===== config.mk =====
export PLATFORM = sky130hd
export DESIGN_NAME = btb_upd_queue_flat
export DESIGN_NICKNAME = d
export VERILOG_FILES = /design/src/rtl/btb_upd_if.sv /design/src/rtl/btb_upd_queue.sv /design/src/flat_wrapper.sv
export SDC_FILE = /design/constraint.sdc
export NUM_CORES = 1
export LEC_CHECK = 0
export CAP_MARGIN = 20
export CORE_MARGIN = 1
export CORE_UTILIZATION = 57
export CTS_CLUSTER_DIAMETER = 150
export CTS_CLUSTER_SIZE = 30
export DETAILED_ROUTE_END_ITERATION = 12
export MAX_ROUTING_LAYER = met4
export PLACE_DENSITY_LB_ADDON = 0.12
export SYNTH_ARGS = -nofsm -noshare
export SYNTH_HDL_FRONTEND = slang
export SYNTH_SLANG_ARGS = --single-unit

===== constraint.sdc =====
create_clock -name clk -period 11.6 [get_ports clk]
set_input_delay 1.74 -clock clk [delete_from_list [all_inputs] [get_ports clk]]
set_output_delay 1.74 -clock clk [all_outputs]
set_load 0.05 [all_outputs]

===== src/rtl/btb_upd_if.sv =====
// btb_upd_if: resolver/fetch-side and BTB-write-side signals of the BTB update queue
interface btb_upd_if #(parameter int DEPTH = 4) ();
  localparam int PTR_W = $clog2(DEPTH);
  logic res_valid;
  logic [31:1] res_pc;
  logic res_taken;
  logic [31:0] res_target;
  logic res_pred_hit;
  logic [31:1] res_pred_target;
  logic fetch_btb_rd;
  logic fetch_hold;
  logic btb_wr;
  logic btb_invalid;
  logic [31:1] pc_w;
  logic [31:0] target_pc_w;
  logic upd_drop;
  logic [PTR_W:0] q_count;
  modport master (
    output res_valid, res_pc, res_taken, res_target, res_pred_hit, res_pred_target, fetch_btb_rd,
    input fetch_hold, btb_wr, btb_invalid, pc_w, target_pc_w, upd_drop, q_count
  );
  modport slave (
    input res_valid, res_pc, res_taken, res_target, res_pred_hit, res_pred_target, fetch_btb_rd,
    output fetch_hold, btb_wr, btb_invalid, pc_w, target_pc_w, upd_drop, q_count
  );
endinterface


===== src/rtl/btb_upd_queue.sv =====
// btb_upd_queue: FIFO of BTB writes/invalidates drained on fetch-idle cycles; BTB_UPD_COALESCE_EN merges same-PC non-head entries
module btb_upd_queue #(
  parameter int DEPTH = 4,
  parameter int PTR_W = $clog2(DEPTH)
) (
  input  logic clk,
  input  logic reset,
  btb_upd_if.slave bus
);
  localparam logic [PTR_W:0] FULL = (PTR_W+1)'(DEPTH);
  localparam logic [PTR_W:0] NEAR = (PTR_W+1)'(DEPTH-1);
  logic [31:1] pc_q [DEPTH];
  logic [31:1] tgt_q [DEPTH];
  logic inv_q [DEPTH];
  logic [PTR_W-1:0] rd_ptr, wr_ptr;
  logic [PTR_W:0] count;
  logic [31:1] last_pc, last_tgt;
  logic last_inv, drop_r;
  logic need_wr, need_inv, need, hit, push, pop, drop, any;
  logic unused_ok;
  assign unused_ok = bus.res_target[0];
  always_comb begin
    need_wr = bus.res_taken & (!bus.res_pred_hit | (bus.res_pred_target != bus.res_target[31:1]));
    need_inv = !bus.res_taken & bus.res_pred_hit;
    need = bus.res_valid & (need_wr | need_inv);
    any = (count != '0);
    pop = any & !bus.fetch_btb_rd;
    push = need & !hit & ((count != FULL) | pop);
    drop = need & !hit & !push;
  end
`ifdef BTB_UPD_COALESCE_EN
  logic [PTR_W-1:0] hit_idx;
  // scan head+1 .. tail; the last match found is the youngest
  always_comb begin
    hit = 1'b0;
    hit_idx = '0;
    for (int k = 1; k < DEPTH; k++) begin
      if (((PTR_W+1)'(k) < count) && (pc_q[rd_ptr + PTR_W'(k)] == bus.res_pc)) begin
        hit = need;
        hit_idx = rd_ptr + PTR_W'(k);
      end
    end
  end
`else
  assign hit = 1'b0;
`endif
  always_ff @(posedge clk or posedge reset) begin
    if (reset) begin
      rd_ptr <= '0;
      wr_ptr <= '0;
      count <= '0;
      last_pc <= '0;
      last_tgt <= '0;
      last_inv <= 1'b0;
      drop_r <= 1'b0;
      for (int i = 0; i < DEPTH; i++) begin
        pc_q[i] <= '0;
        tgt_q[i] <= '0;
        inv_q[i] <= 1'b0;
      end
    end else begin
      drop_r <= drop;
      count <= count + (PTR_W+1)'(push) - (PTR_W+1)'(pop);
      if (pop) begin
        last_pc <= pc_q[rd_ptr];
        last_tgt <= tgt_q[rd_ptr];
        last_inv <= inv_q[rd_ptr];
        rd_ptr <= rd_ptr + PTR_W'(1);
      end
      if (push) begin
        pc_q[wr_ptr] <= bus.res_pc;
        tgt_q[wr_ptr] <= bus.res_target[31:1];
        inv_q[wr_ptr] <= need_inv;
        wr_ptr <= wr_ptr + PTR_W'(1);
      end
`ifdef BTB_UPD_COALESCE_EN
      if (hit) begin
        tgt_q[hit_idx] <= bus.res_target[31:1];
        inv_q[hit_idx] <= need_inv;
      end
`endif
    end
  end
  // empty queue keeps presenting the last retired entry
  assign bus.btb_wr = pop;
  assign bus.pc_w = any ? pc_q[rd_ptr] : last_pc;
  assign bus.target_pc_w = {any ? tgt_q[rd_ptr] : last_tgt, 1'b0};
  assign bus.btb_invalid = any ? inv_q[rd_ptr] : last_inv;
  assign bus.fetch_hold = (count >= NEAR);
  assign bus.upd_drop = drop_r;
  assign bus.q_count = count;
endmodule


===== src/flat_wrapper.sv =====
// flat-port wrapper written by rule: the top's interface ports become plain ports
module btb_upd_queue_flat 
#(
  parameter int DEPTH = 4,
  parameter int PTR_W = $clog2(DEPTH)
)
  (clk, reset, bus_res_valid, bus_res_pc, bus_res_taken, bus_res_target, bus_res_pred_hit, bus_res_pred_target, bus_fetch_btb_rd, bus_fetch_hold, bus_btb_wr, bus_btb_invalid, bus_pc_w, bus_target_pc_w, bus_upd_drop, bus_q_count);
  btb_upd_if #(.DEPTH(DEPTH)) bus_i ();
  input  logic clk;
  input  logic reset;
  input wire logic [$bits(bus_i.res_valid)-1:0] bus_res_valid;
  input wire logic [$bits(bus_i.res_pc)-1:0] bus_res_pc;
  input wire logic [$bits(bus_i.res_taken)-1:0] bus_res_taken;
  input wire logic [$bits(bus_i.res_target)-1:0] bus_res_target;
  input wire logic [$bits(bus_i.res_pred_hit)-1:0] bus_res_pred_hit;
  input wire logic [$bits(bus_i.res_pred_target)-1:0] bus_res_pred_target;
  input wire logic [$bits(bus_i.fetch_btb_rd)-1:0] bus_fetch_btb_rd;
  output wire logic [$bits(bus_i.fetch_hold)-1:0] bus_fetch_hold;
  output wire logic [$bits(bus_i.btb_wr)-1:0] bus_btb_wr;
  output wire logic [$bits(bus_i.btb_invalid)-1:0] bus_btb_invalid;
  output wire logic [$bits(bus_i.pc_w)-1:0] bus_pc_w;
  output wire logic [$bits(bus_i.target_pc_w)-1:0] bus_target_pc_w;
  output wire logic [$bits(bus_i.upd_drop)-1:0] bus_upd_drop;
  output wire logic [$bits(bus_i.q_count)-1:0] bus_q_count;
  assign bus_i.res_valid = bus_res_valid;
  assign bus_i.res_pc = bus_res_pc;
  assign bus_i.res_taken = bus_res_taken;
  assign bus_i.res_target = bus_res_target;
  assign bus_i.res_pred_hit = bus_res_pred_hit;
  assign bus_i.res_pred_target = bus_res_pred_target;
  assign bus_i.fetch_btb_rd = bus_fetch_btb_rd;
  assign bus_fetch_hold = bus_i.fetch_hold;
  assign bus_btb_wr = bus_i.btb_wr;
  assign bus_btb_invalid = bus_i.btb_invalid;
  assign bus_pc_w = bus_i.pc_w;
  assign bus_target_pc_w = bus_i.target_pc_w;
  assign bus_upd_drop = bus_i.upd_drop;
  assign bus_q_count = bus_i.q_count;
  btb_upd_queue #(.DEPTH(DEPTH), .PTR_W(PTR_W)) u_core (.clk(clk), .reset(reset), .bus(bus_i));
endmodule

==> flow_summary.json <==
{
  "status": "finished, final reports clean",
  "worstSetupEndpointType": "output pin",
  "grt_pass1_wl_um": 47700,
  "ctsHoldBuffers": 0,
  "clk_path_buf_depth": 3,
  "yosysMostFrequentCell": "mux2_2",
  "cts_tree": "done",
  "drtPass1Iterations": 4,
  "finalSetupTns_ns": 0,
  "coreArea_mm2": 0.0254,
  "post-route-min-period_ns": 5.48,
  "worst_setup_path_start_kind": "register",
  "hold_viol_final": 0,
  "fin_ws_ns": 6.12,
  "yosysUniqueCellTypes": 27,
  "grt-ovfl-total": 0,
  "worst_slew_pin_slew_ns": 1.08,
  "worstReg2RegEnd": "u_core.bus.q_count[2]$_DFF_PP0_",
  "synthTopCellsByCount": "mux2_2, dfrtp_1, mux4_2",
  "pre_cts_ws_ns": 6.11,
  "fin_crit_sh": 0.472,
  "synth_cells": 901,
  "numPortBuffers": 167,
  "drive_gt1_frac": 0.460,
  "num_io_pins": 170,
  "ys_top_cells_by_area": "dfrtp_1, mux2_2, mux4_2",
  "rsz0062_at_grt": "no",
  "cts_root_buffer": "clkbuf_16",
  "ys_seq_area_frac": 0.543,
  "synth_edf_count": 0,
  "start_util": 0.586,
  "timing.fmax_ghz": 0.182,
  "area_growth_pct": 15.2,
  "hold_path_end": "u_core.pc_q[39]$_DFFE_PP0P_",
  "numCtsBuffers": 14,
  "ctsResizeCount": 0,
  "postCtsSetupRepairBufs": 0,
  "die_area_mm2": 0.0268,
  "rows": 58,
  "htree_levels": 1,
  "synthFlopType": "dfrtp_1",
  "stdcell_count": 1378,
  "dp_hpwl_um": 18400,
  "min-delay-start": "u_core.pc_q[39]$_DFFE_PP0P_",
  "critPathLaunch": "u_core.rd_ptr[0]$_DFFE_PP0P_",
  "async_flop_share": 1.00,
  "cp_max_fo": 45,
  "slew_headroom": 0.283,
  "hold_depth": 1,
  "clock_latency_ns": 0.50,
  "yosys_warnings": 0,
  "grt_pass1_vias": 8584,
  "routedWlPerCell_um": 21.8,
  "grt.total_usage": 0.240,
  "cts_sinks": 323,
  "fin_nets": 1153,
  "fin_util": 0.675,
  "yosys.area.top_type": "dfrtp_1",
  "wl_um": 30000,
  "grt_start_max_net_pins": 121,
  "placed_cells": 1358,
  "first_iter_violations": 369,
  "path_class": "register to output pin",
  "r2r_slack_ns": 8.23,
  "final-setup-viol-count": 0,
  "syn_area_mm2": 0.0149,
  "finClkSkew_ns": 0.0206,
  "crit-reg2reg-launch": "u_core.bus.q_count[2]$_DFF_PP0_",
  "routed_via_density": 5.83,
  "cap_violations": 0,
  "fp.dieW_um": 164,
  "required_ns": 9.86,
  "postRouteAntennaNets": 0,
  "ys_ff_latch": 323,
  "gp_congestion": 0.740,
  "path_clk_slew_ns": 0.11,
  "num_vias": 8040,
  "worstHoldPathType": "register to register",
  "critPathArrivalTime_ns": 3.74,
  "die_h_um": 164,
  "drc": 0,
  "synth_top_area_frac": 0.543,
  "syn_area_per_cell_um2": 16.5,
  "finalMaxSlewViolations": 0,
  "antenna_found_initial": 1,
  "syn_nets": 1009,
  "reg2reg_depth": 9
}
-- worst max path at each step --
stage               slack (ns)  cells past startpoint                         endpoint
floorplan                 0.92                      1  u_core.bus.q_count[0]$_DFF_PP0_
global placement          6.10                      3                       bus_btb_wr
detailed placement        6.11                      3                       bus_btb_wr
CTS                       6.00                      4                  bus_btb_invalid
global route              5.84                      4              bus_target_pc_w[31]
finish                    6.12                      4                  bus_btb_invalid
-- kinds of logic after synthesis --
kind of cell    synth area share
xor+xnor                  0.0206
buf+inv                   0.0277
compound gates           0.00109
simple gates              0.0128
mux                        0.387
fa+ha+maj                0.00723
other cells             0.000252
flops                      0.543
-- cells in the final DEF, fill, tap and decap left out --
cell             netlist  layout
a31oi_1                1       1
buf_16                 0       2
buf_4                  1      11
clkbuf_1              20       2
clkbuf_16              0      15
clkdlybuf4s50_1        0     167
conb_1                 1       1
dfrtp_1              323     321
dfrtp_4                0       2
diode_2                0       1
fa_1                   1       1
ha_1                   7       7
inv_1                  9       8
inv_6                  0       1
inv_8                  0       1
mux2_2               357     357
mux2_4                22      22
mux4_2                63      63
nand2_1                6       6
nand2b_1               1       1
nand3_1                2       2
nand4_1                4       4
nor2_1                 2       1
nor2_4                 4       5
nor2b_1                1       1
nor3_1                 2       1
nor3_2                 0       1
nor4_1                 4       4
nor4_4                 1       1
o21ai_0                2       2
or4_4                  1       1
xnor2_1               15      15
xor2_1                20      20
-- per-stage QoR --
step / hold WS [ns] / cell area [um^2]
2_1_floorplan: 0.475 / 14900
3_3_place_gp: 0.483 / 16700
3_5_place_dp: 0.491 / 16700
4_1_cts: 0.517 / 17100
5_1_grt: 0.526 / 17200
6_report: 0.511 / 17200
-- critical path, cell delays in order (launching register included) --
cell and delay [ns]:
dfrtp_4 0.74, buf_4 0.84, mux4_2 0.62, mux2_2 0.28
clkdlybuf4s50_1 0.73
-- metal layers --
layer,track usage,part of all wire,wire (um)
met5,-,0,0
met4,0.0513,0.015,444
met3,0.0366,0.048,1430
met2,0.391,0.49,14700
met1,0.322,0.45,13500
-- cell type report --
type | count | area [um^2]
tap | 330 | 413
inverter | 9 | 41.3
clock buffer | 17 | 383
fill | 1825 | 8250
clock inverter | 1 | 8.76
antenna | 1 | 2.50
timing repair buffer | 180 | 1810
sequential | 323 | 8090
multi-input combinational | 517 | 6410
-- sequential cells by signal (all words and copies together) (netlist names) --
name,count
u_core.wr_ptr,2
u_core.bus.q_count,3
u_core.rd_ptr,2
u_core.inv_q,4
u_core.bus.upd_drop,1
u_core.tgt_q,124
u_core.last_tgt,31
u_core.last_inv,1
u_core.last_pc,31
u_core.pc_q,124
Power is left out: the tool's default activity adds up to more than one toggle a clock period on the data nets, which glitch-free logic cannot reach.
